<file path="src/rtl/shift_register_sipo_rx_pkg.sv">
// Shared types and helpers for the SIPO receive path.
package shift_register_sipo_rx_pkg;

   typedef enum logic {
      ACC = 1'b0,
      PAR = 1'b1
   } sipo_state_e;

   // Width needed to count 0..n inclusive.
   function automatic int cnt_width(input int n);
      return $clog2(n + 1);
   endfunction

endpackage

</file>
<file path="src/rtl/shift_register_sipo_rx_shifter.sv">
// Plain N-bit left shifter with shift enable, synchronous reset and
// parallel output; the newest bit enters at the LSB.
module shift_register_sipo_rx_shifter #(
   parameter int N = 8
) (
   input  logic         clk,
   input  logic         reset,
   input  logic         en,
   input  logic         din,
   output logic [N-1:0] q
);

   // Shift one bit in whenever enabled.
   always_ff @(posedge clk) begin
      if (reset) begin
         q <= '0;
      end else if (en) begin
         q <= {q[N-2:0], din};
      end
   end

endmodule

</file>
<file path="src/rtl/shift_register_sipo_rx.sv">
// Serial-in parallel-out receiver: reassembles N-bit words from a serial
// stream and offers them on a valid/ready port with a one-word holding
// register and a sticky overflow flag.
// Optional feature macro: SIPO_PARITY_EN (adds an even-parity bit after
// each word and the PO_err output).
//
//  state | meaning
//  ------+-------------------------------------------------------------
//  ACC   | collecting data bits; count holds the bits taken so far
//  PAR   | N data bits held, waiting for the parity bit (parity build)
module shift_register_sipo_rx
   import shift_register_sipo_rx_pkg::*;
#(
   parameter int N = 8
) (
   input  logic         clk,
   input  logic         reset,
   input  logic         SI,
   input  logic         SI_valid,
   input  logic         sync,
   output logic [N-1:0] PO,
   output logic         PO_valid,
   input  logic         PO_ready,
   output logic         overflow
`ifdef SIPO_PARITY_EN
   ,
   output logic         PO_err
`endif
);

   localparam int                CNT_W    = cnt_width(N);
   localparam logic [CNT_W-1:0] LAST_BIT = CNT_W'(N - 1);

   sipo_state_e      state_q, state_d;
   logic [CNT_W-1:0] count_q, count_d;
   logic [N-1:0]     sh_q;
   logic [N-1:0]     word;
   logic [N-1:0]     po_d;
   logic             po_valid_d;
   logic             overflow_d;
   logic             shift_en;
   logic             last_data;
   logic             complete;
   logic             load;
   logic             drop;

   // Data bits are only shifted while collecting; sync blocks the bit.
   assign shift_en  = SI_valid & ~sync & (state_q == ACC);
   assign last_data = shift_en & (count_q == LAST_BIT);

`ifdef SIPO_PARITY_EN
   logic word_err;
   logic err_d;

   // The parity bit closes the word; it is checked but never shifted in.
   assign complete = SI_valid & ~sync & (state_q == PAR);
   assign word     = sh_q;
   assign word_err = ^{sh_q, SI};
`else
   logic unused_msb;

   // The word closes on the edge that samples data bit N, so the last bit
   // is taken straight from SI to hit single-cycle latency.
   assign complete   = last_data;
   assign word       = {sh_q[N-2:0], SI};
   assign unused_msb = sh_q[N-1];
`endif

   // A completed word lands if the holder is empty or drains on this edge.
   assign load = complete & (~PO_valid | PO_ready);
   assign drop = complete & ~load;

   shift_register_sipo_rx_shifter #(
      .N (N)
   ) u_shifter (
      .clk   (clk),
      .reset (reset),
      .en    (shift_en),
      .din   (SI),
      .q     (sh_q)
   );

   // State, bit counter, holding register and flags.
   always_ff @(posedge clk) begin
      if (reset) begin
         state_q  <= ACC;
         count_q  <= '0;
         PO       <= '0;
         PO_valid <= 1'b0;
         overflow <= 1'b0;
`ifdef SIPO_PARITY_EN
         PO_err   <= 1'b0;
`endif
      end else begin
         state_q  <= state_d;
         count_q  <= count_d;
         PO       <= po_d;
         PO_valid <= po_valid_d;
         overflow <= overflow_d;
`ifdef SIPO_PARITY_EN
         PO_err   <= err_d;
`endif
      end
   end

   // Next-state, bit count and output-port update.
   always_comb begin
      state_d    = state_q;
      count_d    = count_q;
      po_d       = PO;
      po_valid_d = PO_valid;
      overflow_d = overflow;
`ifdef SIPO_PARITY_EN
      err_d      = PO_err;
`endif

      if (sync) begin
         state_d = ACC;
         count_d = '0;
      end else if (complete) begin
         state_d = ACC;
         count_d = '0;
`ifdef SIPO_PARITY_EN
      end else if (last_data) begin
         state_d = PAR;
         count_d = '0;
`endif
      end else if (shift_en) begin
         count_d = count_q + CNT_W'(1);
      end

      if (PO_valid & PO_ready) begin
         po_valid_d = 1'b0;
      end

      if (load) begin
         po_d       = word;
         po_valid_d = 1'b1;
`ifdef SIPO_PARITY_EN
         err_d      = word_err;
`endif
      end

      if (drop) begin
         overflow_d = 1'b1;
      end
   end

endmodule

</file>
<file path="config.mk">
export PLATFORM = sky130hd
export DESIGN_NAME = shift_register_sipo_rx
export DESIGN_NICKNAME = d
export VERILOG_FILES = /design/src/rtl/shift_register_sipo_rx_pkg.sv /design/src/rtl/shift_register_sipo_rx_shifter.sv /design/src/rtl/shift_register_sipo_rx.sv
export SDC_FILE = /design/constraint.sdc
export NUM_CORES = 1
export LEC_CHECK = 0
export ABC_CLOCK_PERIOD_IN_PS = 1200
export BUFFER_PORTS_ARGS = -buffer_cell sky130_fd_sc_hd__buf_2
export CAP_MARGIN = 20
export CORE_MARGIN = 1.5
export CORE_UTILIZATION = 47
export DETAILED_ROUTE_END_ITERATION = 12
export PLACE_DENSITY = 0.72
export SYNTH_ARGS = -nofsm -noshare
export SYNTH_HDL_FRONTEND = slang
export SYNTH_SLANG_ARGS = --single-unit
export TNS_END_PERCENT = 5
</file>
<file path="constraint.sdc">
create_clock -name clk -period 1.2 [get_ports clk]
set_input_delay 0.12 -clock clk [delete_from_list [all_inputs] [get_ports clk]]
set_output_delay 0.12 -clock clk [all_outputs]
set_load 0.005 [all_outputs]
</file>
# --- Word-level counts from Yosys, hierarchy flattened ---
# Cells that the tools add are included.
word_totals:
  reg_bits: 21
  latch_bits: 0
  mem_bits_rw: 0
  mem_bits_ro: 0
  inputBits: 6
  out_inout_bits: 10
  word_cells: 20
  n_memories: 0
classes:
  n_addsub: 1
  multipliers: 0
  n_div: 0
  n_lt_le_gt_ge: 0
  n_eq_ne: 1
  shifts: 0
  mux: 2
  n_bitwise: 9
  n_reduce_logical: 2
op_table:
  columns: ["operator", "n"]
  rows:
  - ["$and A1 B1 Y1", 5]
  - ["$add A4 B1 Y4 const B", 1]
  - ["$eq A4 B3 Y1 const B", 1]
  - ["$not A1 Y1", 3]
  - ["$reduce_or A3 Y1", 1]
  - ["$mux W1", 2]
  - ["$reduce_bool A2 Y1", 1]
  - ["$or A1 B1 Y1", 1]

# --- Depth between registers and ports, before layout ---
# Gate-level depths: netlist (run 1).
logic_depth:
  ltp_word: 6
  ltp_mapped: 5
  mapped_depth_nobuf: 4

# --- By module ---
# Synthesis (run 1) repeated with hierarchy kept, for this count alone.
hier_totals:
  hier_cells: 89
  area_unflattened_um2: 932.1
modules_own_cells:
  columns: ["mod", "instances", "cells_per_inst", "area_per_inst_um2", "seq_area_each_um2"]
  rows:
  - ["shift_register_sipo_rx", 1, 63, 646.9, 280.3]
  - ["shift_register_sipo_rx_shifter", 1, 26, 285.3, 160.2]

# --- Worst setup path after synthesis (run 1) ---
# No wires, ideal clock.
synth_timing:
  path_kind: "reg-to-reg"
  from: "register count_q[0]"
  to: "register PO[0]"
  setup_time_ns: 0.072
  arrival_ns: 1.178
  t_required_ns: 1.128
  setup_slack_ns: -0.049
  stages_incl_launch_ff: 6
  n_path_buf: 1
  period_less_slack_ns: 1.249
  path_cell_list: "dfxtp_1 -> ha_1 -> nand4b_1 -> nor3b_1 -> buf_4 -> mux2i_1"
synth_between:
  elab_chain_len: 3
synth_lines:
  columns: ["element", "line_no", "source"]
  rows:
  - ["start, declared", "shift_register_sipo_rx.sv:35", "logic [CNT_W-1:0] count_q, count_d;"]
  - ["start signal, assigned", "shift_register_sipo_rx.sv:96", "count_q <= count_d;"]
  - ["$eq A4 B3 Y1", "shift_register_sipo_rx.sv:49", "assign last_data = shift_en & (count_q == LAST_BIT);"]
  - ["$and A1 B1 Y1", "shift_register_sipo_rx.sv:49", null]
  - ["$and A1 B1 Y1", "shift_register_sipo_rx.sv:70", "assign load = complete & (~PO_valid | PO_ready);"]
  - ["end signal, assigned", "shift_register_sipo_rx.sv:97", "PO <= po_d;"]
  - ["end, declared", "shift_register_sipo_rx.sv:21", "output logic [N-1:0] PO,"]
# No other way between the ends.
# A chain may end at the register's enable or synchronous reset.

# --- Worst setup path in the final report (run 1) ---
layout_timing:
  from: "register count_q[0]"
  to: "register PO[5]"
# Same word-level chain as after synthesis.

==> run summary, run 1 <==
DIE WIDTH: 46.0 um
final worst slack: -0.0847 ns
DRC viols: 0
synthesized flop and latch total: 21
Required @ worst endpoint: 1.44 ns
Std-Cell Rows: 15
hold_buf cts: 0
initial drt markers: 18
period utilization: 1.07
mean routed wirelength per cell: 10.7 um
largest net degree at the start of global routing: 29
violated checks: setup timing
CTS Sinks: 21
port bufs: 15
commonest cells in the netlist: 21 x dfxtp_1, 19 x nand2b_1, 18 x nand2_1
vias in the first global route: 604
Setup Slack @ Placement: -0.163 ns
instance area at placement: 0.00100 mm^2
clock skew: 0.000635 ns
DR vias: 666
RD Place Congestion: 0.713
antenna violations before repair: 0
P&R area growth vs syn: 21.4%
number of diodes: 0
design area: 0.00106 mm^2
Mapped Avg Cell Area: 9.06 um^2
slew at the pin closest to its max-slew limit: 0.392 ns
via/cell ratio: 4.72
Worst Path Buf+Inv: 1
sequential area share after synthesis: 0.483
DP HPWL: 1060 um
CTS tree: built
final hold violation count: 0
Synth Cell Area: 870 um^2
final net count: 124
worst-path cell chain: ha_4 > nand4b_1 > nor3b_2 > buf_6 > mux2i_1
Largest delay share family, worst path: flip-flops
synth warn: 0
Syn Inst Count: 96
core area: 0.00173 mm^2
top-area cell type share of the netlist area: 0.483
VDD IR max: 0.000537 V
Worst-path clk slew: 0.11 ns
CP max stage cell: dfxtp_2
post-route ant nets: 0
H-tree levels: 1
cell with the most instances after synthesis: dfxtp_1
cell area power density: 1040 mW/mm^2
unrepaired setup endpoints after global routing: yes
Synthesized Nets: 103
first-pass GRT wire length: 2500 um
WL final: 1500 um
CP max stage delay: 0.37 ns
Yosys cell types: 22
relative slew slack: 0.739
Synth area leaders: dfxtp_1 48%, nand2b_1 14%, mux2i_1 9.2%
P_leak: 0.000392 uW
Crit Path Max Fanout: 8
Critical Path AT: 1.52 ns
Post-synth EDFFs: 0
Hold Path Class: input pin to flop
share of cells above drive strength 1: 0.293
Max Fclk: 778 MHz
die footprint: 0.00212 mm^2
final slew viol count: 0
Max Cap Viol: 0
Top FF cell, synth: dfxtp_1
Synth area leader: dfxtp_1
fin crit period: 1.28 ns
Worst setup SP type: flop
# setup viols final: 10
CTS Root Cell: clkbuf_4
CTS buffer count: 3
die height: 46.0 um
TritonRoute pass-1 iters: 4
Initial Utilization: 0.504
grt ovf: 0
status: finished with violations
clock latency on the worst-skew pair: 0.30 ns
Crit. End Element: flop
Tot GR Track Use: 0.168
clk buf depth: 2
async set-or-reset flop fraction in the synthesized netlist: 0
Setup CP Type: flop to flop
Top-Level Pins: 16
==> layout make-up <==
class / count / area [um^2]
Fill cell: 148 / 671
Clock buffer: 3 / 22.5
Clock inverter: 1 / 5.00
Sequential cell: 21 / 423
Multi-Input combinational cell: 69 / 443
Tap cell: 25 / 31.3
Timing Repair Buffer: 22 / 131
==> placed cells by master (no fill, tap or decap), types with 2 or more instances in the layout <==
cell type	count
dfxtp_1	19
buf_4	6
dfxtp_2	2
nor2_1	2
nand2b_1	19
mux2i_1	8
clkbuf_4	3
nand2_1	18
a21oi_1	9
buf_2	15
==> through the flow <==
step | std cells | setup TNS (ns) | power, uW | utilization | hold slack (ns)
after detailed placement | 136 | -1.17 | 779 | 0.580 | 0.375
final | 141 | -0.623 | 1100 | 0.612 | 0.0694
after global placement | 136 | -0.486 | 777 | 0.580 | 0.356
after global routing | 141 | -1.22 | 1150 | 0.612 | 0.0667
after CTS | 141 | -0.690 | 1110 | 0.607 | 0.0635
after floorplan | 96 | -0.207 | 762 | - | 0.199
==> power breakdown <==
part	switching [uW]	internal, uW	total, uW
logic	34.5	28.0	62.5
registers	3.26	701	704
clock network	212	124	336
==> what timing repair did <==
| action | CTS | global route |
|---|---|---|
| setup endpoints to repair | 10 | 11 |
| resized for setup | 3 | 2 |
| pin swaps | 4 | 1 |
| buffers inserted | 1 | 0 |
==> cells by family after synthesis <==
kind of cell,share of synthesized area
DFF,0.483
xor gates and xnor gates,0.0201
buffers and inverters,0.0403
muxes,0.0921
AOI/OAI and AO/OA,0.0719
and+or+nand+nor,0.278
adders and majority gates,0.0144
==> worst reg2reg max path: stages, from the launching register on <==
cell and delay [ns]:
dfxtp_2 0.37, ha_4 0.13, nand4b_1 0.12, nor3b_2 0.21, buf_6 0.18, mux2i_1 0.20
==> worst paths after layout <==
kind                                      from              to  slack (ns)  cells past startpoint
worst max-delay path                count_q[0]           PO[5]       -0.08                      5
worst min-delay path                      sync      count_q[2]        0.07                      2
worst max register to register      count_q[0]           PO[5]       -0.08                      5
worst min register to register  u_shifter.q[6]  u_shifter.q[6]        0.46                      2
==> state kept, by name, summed over array words and instances, names as in the netlist <==
name / flops
PO: 8
u_shifter.q: 7
count_q: 4
PO_valid: 1
overflow: 1
==> per-layer routing <==
layer / global-route usage / vias up / wire length, um
met5: 0 / - / 0
met4: 0.114 / 0 / 37
met3: 0.0397 / 4 / 35
met2: 0.261 / 9 / 695
met1: 0.203 / 300 / 736
li1: - / 353 / -
No activity file was read; power rests on OpenSTA's default activity.
==> inputs of run 2 (changes only) <==
Settings changed: CORE_ASPECT_RATIO set to 0.7, CORE_UTILIZATION 47 to 48, PLACE_DENSITY 0.72 to 0.73, SYNTH_HIERARCHICAL set to 1.
==> run summary, run 2 <==
CTS Sinks: 21 (unchanged)
clock skew: 0.00106 ns (+0.000423 ns)
Max Cap Viol: 0 (unchanged)
final net count: 115 (-7.3%)
port bufs: 15 (unchanged)
P&R area growth vs syn: 18.7%
initial drt markers: 4 (-14)
fin crit period: 1.30 ns (+0.0120 ns)
H-tree levels: 1 (unchanged)
final hold violation count: 0 (unchanged)
DR vias: 610 (-8.4%)
violated checks: setup timing
Required @ worst endpoint: 1.44 ns (about the same)
period utilization: 1.08 (+0.00996)
Initial Utilization: 0.539 (+0.0354)
Largest delay share family, worst path: flip-flops
largest net degree at the start of global routing: 29 (unchanged)
CP max stage cell: dfxtp_4
die footprint: 0.00214 mm^2 (+1.3%)
Worst Path Buf+Inv: 1 (unchanged)
final slew viol count: 0 (unchanged)
Final Core Density: 0.640 (+0.0280)
# setup viols final: 9 (-1)
antenna violations before repair: 0 (unchanged)
P_leak: 0.000441 uW (+12%)
Crit Path Max Fanout: 5 (-3)
commonest non-fill, non-tap cell in the layout: dfxtp_1
Worst-path clk slew: 0.11 ns (about the same)
Top reg by flops: PO
RD Place Congestion: 0.759 (+6.4%)
Crit. End Element: flop
most frequent cells in the layout: 19 x dfxtp_1, 18 x nand2b_1, 16 x mux2i_1
FILL cells: 145 (-2.0%)
CTS buffer count: 3 (unchanged)
WL final: 1530 um (+1.7%)
Worst setup SP type: flop
worst-path cell chain: ha_4 > nand4b_4 > nor3b_2 > buf_4 > mux2i_1
Synth Cell Area: 898 um^2 (+3.3%)
Setup Slack @ Placement: -0.116 ns (+0.0470 ns)
VDD IR max: 0.000674 V (+26%)
Max Fclk: 771 MHz (-0.92%)
Cells after DPL: 122 (-10%)
max reg flops: 8 (unchanged)
setup_tns: -0.490 ns (+0.133 ns)
Critical Path AT: 1.53 ns (about the same)
cell area power density: 1040 mW/mm^2 (-0.14%)
Tot GR Track Use: 0.177 (+0.00829)
core area: 0.00167 mm^2 (-3.5%)
relative slew slack: 0.745 (+0.00682)
TritonRoute pass-1 iters: 2 (-2)
Syn Inst Count: 86 (-10%)
die height: 39.2 um (-15%)
vias in the first global route: 544 (-9.9%)
Setup CP Type: flop to flop
synth warn: 6 (+6)
Synthesized Nets: 93 (-9.7%)
clk buf depth: 2 (unchanged)
biggest regs: PO x8, u_shifter/q x7, count_q x4
mean routed wirelength per cell: 12.0 um (+12%)
CP max stage delay: 0.38 ns (about the same)
Hold Path Class: input pin to flop
slew at the pin closest to its max-slew limit: 0.382 ns (-0.0102 ns)
CTS Root Cell: clkbuf_4
Non-Filler Instances: 128 (-9.2%)
status: finished with violations
clock latency on the worst-skew pair: 0.30 ns (about the same)
unrepaired setup endpoints after global routing: yes
DP HPWL: 1100 um (+3.4%)
first-pass GRT wire length: 2420 um (-3.3%)
CTS tree: built
DRC viols: 0 (unchanged)
number of diodes: 0 (unchanged)
via/cell ratio: 4.77 (+0.89%)
share of cells above drive strength 1: 0.318 (+0.0247)
DIE WIDTH: 54.7 um (+19%)
hold_buf cts: 0 (unchanged)
final worst slack: -0.0967 ns (-0.0120 ns)
Mapped Avg Cell Area: 10.4 um^2 (+15%)
grt ovf: 0 (unchanged)
post-route ant nets: 0 (unchanged)
Top-Level Pins: 16 (unchanged)
Std-Cell Rows: 12 (-3)
==> run 2: final timing paths <==
kind               from          to  slack [ns]  cells past startpoint
max          count_q[0]       PO[6]        -0.1                      5
max reg2reg  count_q[0]       PO[6]        -0.1                      5
min reg2reg    overflow    overflow        0.48                      2
min                sync  count_q[2]        0.05                      2
==> run 2: metal layers <==
layer	up-vias	track usage	wire, um
met5	-	0	0
met3	2	0.0814	70
met2	12	0.280	706
met1	271	0.204	732
met4	0	0.0750	20
li1	325	-	-
==> run 2: area by class of cell <==
class	count	area [um^2]	share of cell area
clock inverter	1	5.00	0.00469
multi-input combinational	59	452	0.424
timing repair buffer	23	135	0.127
tap	21	26.3	0.0246
sequential	21	425	0.399
clock buffer	3	22.5	0.0211
==> run 2: power by group <==
group	internal (uW)	switching, uW	total (uW)
logic	33.6	33.6	67.2
registers	701	4.81	706
clock network	124	214	338
total	859	252	1110
==> run 2: metrics by stage <==
stage	power [uW]	area [um^2]	hold slack [ns]
after floorplan	773	913	0.199
after global placement	786	1010	0.358
after detailed placement	789	1010	0.367
after CTS	1130	1060	0.0306
after global routing	1160	1070	0.0313
final	1110	1070	0.0454
==> run 2: worst register-to-register path, cell delays in order, from the launching register on <==
cell	delay, ns
dfxtp_4	0.38
ha_4	0.15
nand4b_4	0.09
nor3b_2	0.21
buf_4	0.19
mux2i_1	0.21
==> run 2: timing repair <==
| action | CTS | global route |
|---|---|---|
| endpoints found under the setup margin | 8 | 10 |
| pin swaps | 3 | 0 |
| buffers inserted | 2 | 0 |
| gates resized for setup | 0 | 3 |
==> inputs of run 3 (changes only) <==
Settings changed: CORE_UTILIZATION 48 to 35, CTS_CLUSTER_DIAMETER set to 150, PLACE_DENSITY 0.73 to not set.
==> run summary, run 3 (same netlist as run 2, synthesis figures left out) <==
antenna violations before repair: 0 (unchanged)
VDD IR max: 0.000456 V (-32%)
max reg flops: 8 (unchanged)
CTS buffer count: 3 (unchanged)
number of diodes: 0 (unchanged)
Largest delay share family, worst path: flip-flops
Initial Utilization: 0.368 (-0.171)
period utilization: 1.05 (-0.0342)
final worst slack: -0.0556 ns (+0.0410 ns)
Required @ worst endpoint: 1.44 ns (about the same)
final slew viol count: 0 (unchanged)
commonest non-fill, non-tap cell in the layout: dfxtp_1
hold_buf cts: 0 (unchanged)
Max Fclk: 796 MHz (+3.3%)
CTS Sinks: 21 (unchanged)
Worst Path Buf+Inv: 1 (unchanged)
status: finished with violations
core area: 0.00244 mm^2 (+46%)
biggest regs: PO x8, u_shifter/q x7, count_q x4
cell-internal power: 867 uW (+0.92%)
CP max stage delay: 0.37 ns (about the same)
die footprint: 0.00288 mm^2 (+35%)
Seq pwr share: 0.633 (-0.002)
Max Cap Viol: 0 (unchanged)
share of cells above drive strength 1: 0.299 (-0.0187)
Comb power frac: 0.061 (about the same)
Hold Crit Depth: 3 (+1)
largest net degree at the start of global routing: 29 (unchanged)
Crit. End Element: flop
P&R area growth vs syn: 20.5%
Critical Path AT: 1.49 ns (-0.04 ns)
relative slew slack: 0.751 (+0.00560)
clock latency on the worst-skew pair: 0.30 ns (about the same)
flop2flop setup slack: -0.06 ns (+0.04 ns)
WL final: 1470 um (-3.8%)
worst hold start: SI
Worst-path clk slew: 0.12 ns (about the same)
Power Total: 1120 uW (+0.42%)
clk buf depth: 2 (unchanged)
grt ovf: 0 (unchanged)
final net count: 115 (unchanged)
instance area at placement: 0.00105 mm^2 (+3.1%)
end point of the worst hold path: u_shifter/q[0]
violated checks: setup timing
R2R Path Start: count_q[1]
slew at the pin closest to its max-slew limit: 0.373 ns (-0.00840 ns)
worst-path cell chain: ha_4 > nand4b_4 > nor3b_4 > buf_4 > mux2i_1
Setup CP Type: flop to flop
port bufs: 15 (unchanged)
clock skew: 0.00700 ns (+0.00594 ns)
TritonRoute pass-1 iters: 4 (+2)
Setup Slack @ Placement: -0.0447 ns (+0.0716 ns)
Net Sw Power: 249 uW (-1.3%)
final hold violation count: 0 (unchanged)
Crit Path Max Fanout: 4 (-1)
CTS tree: built
most frequent cells in the layout: 19 x dfxtp_1, 18 x nand2b_1, 16 x mux2i_1
crit path launch: count_q[1]
design area: 0.00108 mm^2 (+1.5%)
H-tree levels: 1 (unchanged)
setup_tns: -0.367 ns (+0.123 ns)
Reg-to-Reg End: PO[5]
Std-Cell Rows: 15 (+3)
fin crit period: 1.26 ns (-0.0410 ns)
FILL cells: 245 (+69%)
Worst setup SP type: flop
Tot GR Track Use: 0.120 (-0.0567)
Hold Path Class: input pin to flop
DP HPWL: 1090 um (-1.1%)
via/cell ratio: 4.33 (-9.2%)
RD Place Congestion: 0.735 (-3.2%)
initial drt markers: 16 (+12)
vias in the first global route: 590 (+8.5%)
cell area power density: 1030 mW/mm^2 (-1.1%)
R2R depth: 5 (unchanged)
post-route ant nets: 0 (unchanged)
DRC viols: 0 (unchanged)
# setup viols final: 9 (unchanged)
Top reg by flops: PO
sw frac: 0.223 (-0.00388)
die height: 45.4 um (+16%)
mean routed wirelength per cell: 10.4 um (-13%)
DR vias: 610 (unchanged)
CTS Root Cell: clkbuf_4
Top-Level Pins: 16 (unchanged)
DIE WIDTH: 63.6 um (+16%)
first-pass GRT wire length: 2610 um (+7.7%)
P_leak: 0.000435 uW (-1.3%)
Clock power frac: 0.306 (about the same)
CP max stage cell: dfxtp_2
unrepaired setup endpoints after global routing: yes
run 3: layout make-up:
type / count / area, um^2 / area share
timing repair buffer: 23 / 135 / 0.125
multi-input combinational: 59 / 455 / 0.421
clock buffer: 4 / 26.3 / 0.0243
sequential: 21 / 423 / 0.391
tap: 34 / 42.5 / 0.0393
run 3: worst min-delay path, cell delays in order:
cell	delay, ns
buf_2	0.09
mux2i_1	0.06
nor2_1	0.07
run 3: through the flow:
stage / cells / hold slack (ns) / util
floorplan: 86 / 0.199 / -
global placement: 137 / 0.369 / 0.429
detailed placement: 137 / 0.380 / 0.429
CTS: 141 / 0.0368 / 0.439
global route: 141 / 0.0567 / 0.444
finish: 141 / 0.0559 / 0.444
run 3: per-layer routing:
metal,GRT usage,wire (um)
met1,0.144,711
met2,0.198,687
met3,0.0446,58
met4,0.0522,15
met5,0,0
run 3: worst max path at each step:
stage,to,slack (ns),depth (start not counted)
after global routing,PO[6],-0.17,5
final,PO[5],-0.06,5
after detailed placement,PO[4],-0.04,5
after global placement,PO[5],-0.01,5
after floorplan,PO[0],0.03,5
after CTS,PO[4],-0.05,5
run 3: repair_timing:
action | CTS | global route
endpoints found under the setup margin | 9 | 10
setup buffers | 0 | 0
pin swaps | 1 | 1
gates cloned | 0 | 0
resized for setup | 0 | 2
run 3: power by group through the flow:
| stage | clock [uW] | combinational (uW) | sequential (uW) |
|---|---|---|---|
| floorplan | 0 | 50.7 | 722 |
| global placement | 0 | 67.8 | 722 |
| detailed placement | 0 | 68.6 | 722 |
| CTS | 362 | 68.5 | 707 |
| global route | 383 | 75.4 | 708 |
| finish | 341 | 68.4 | 706 |
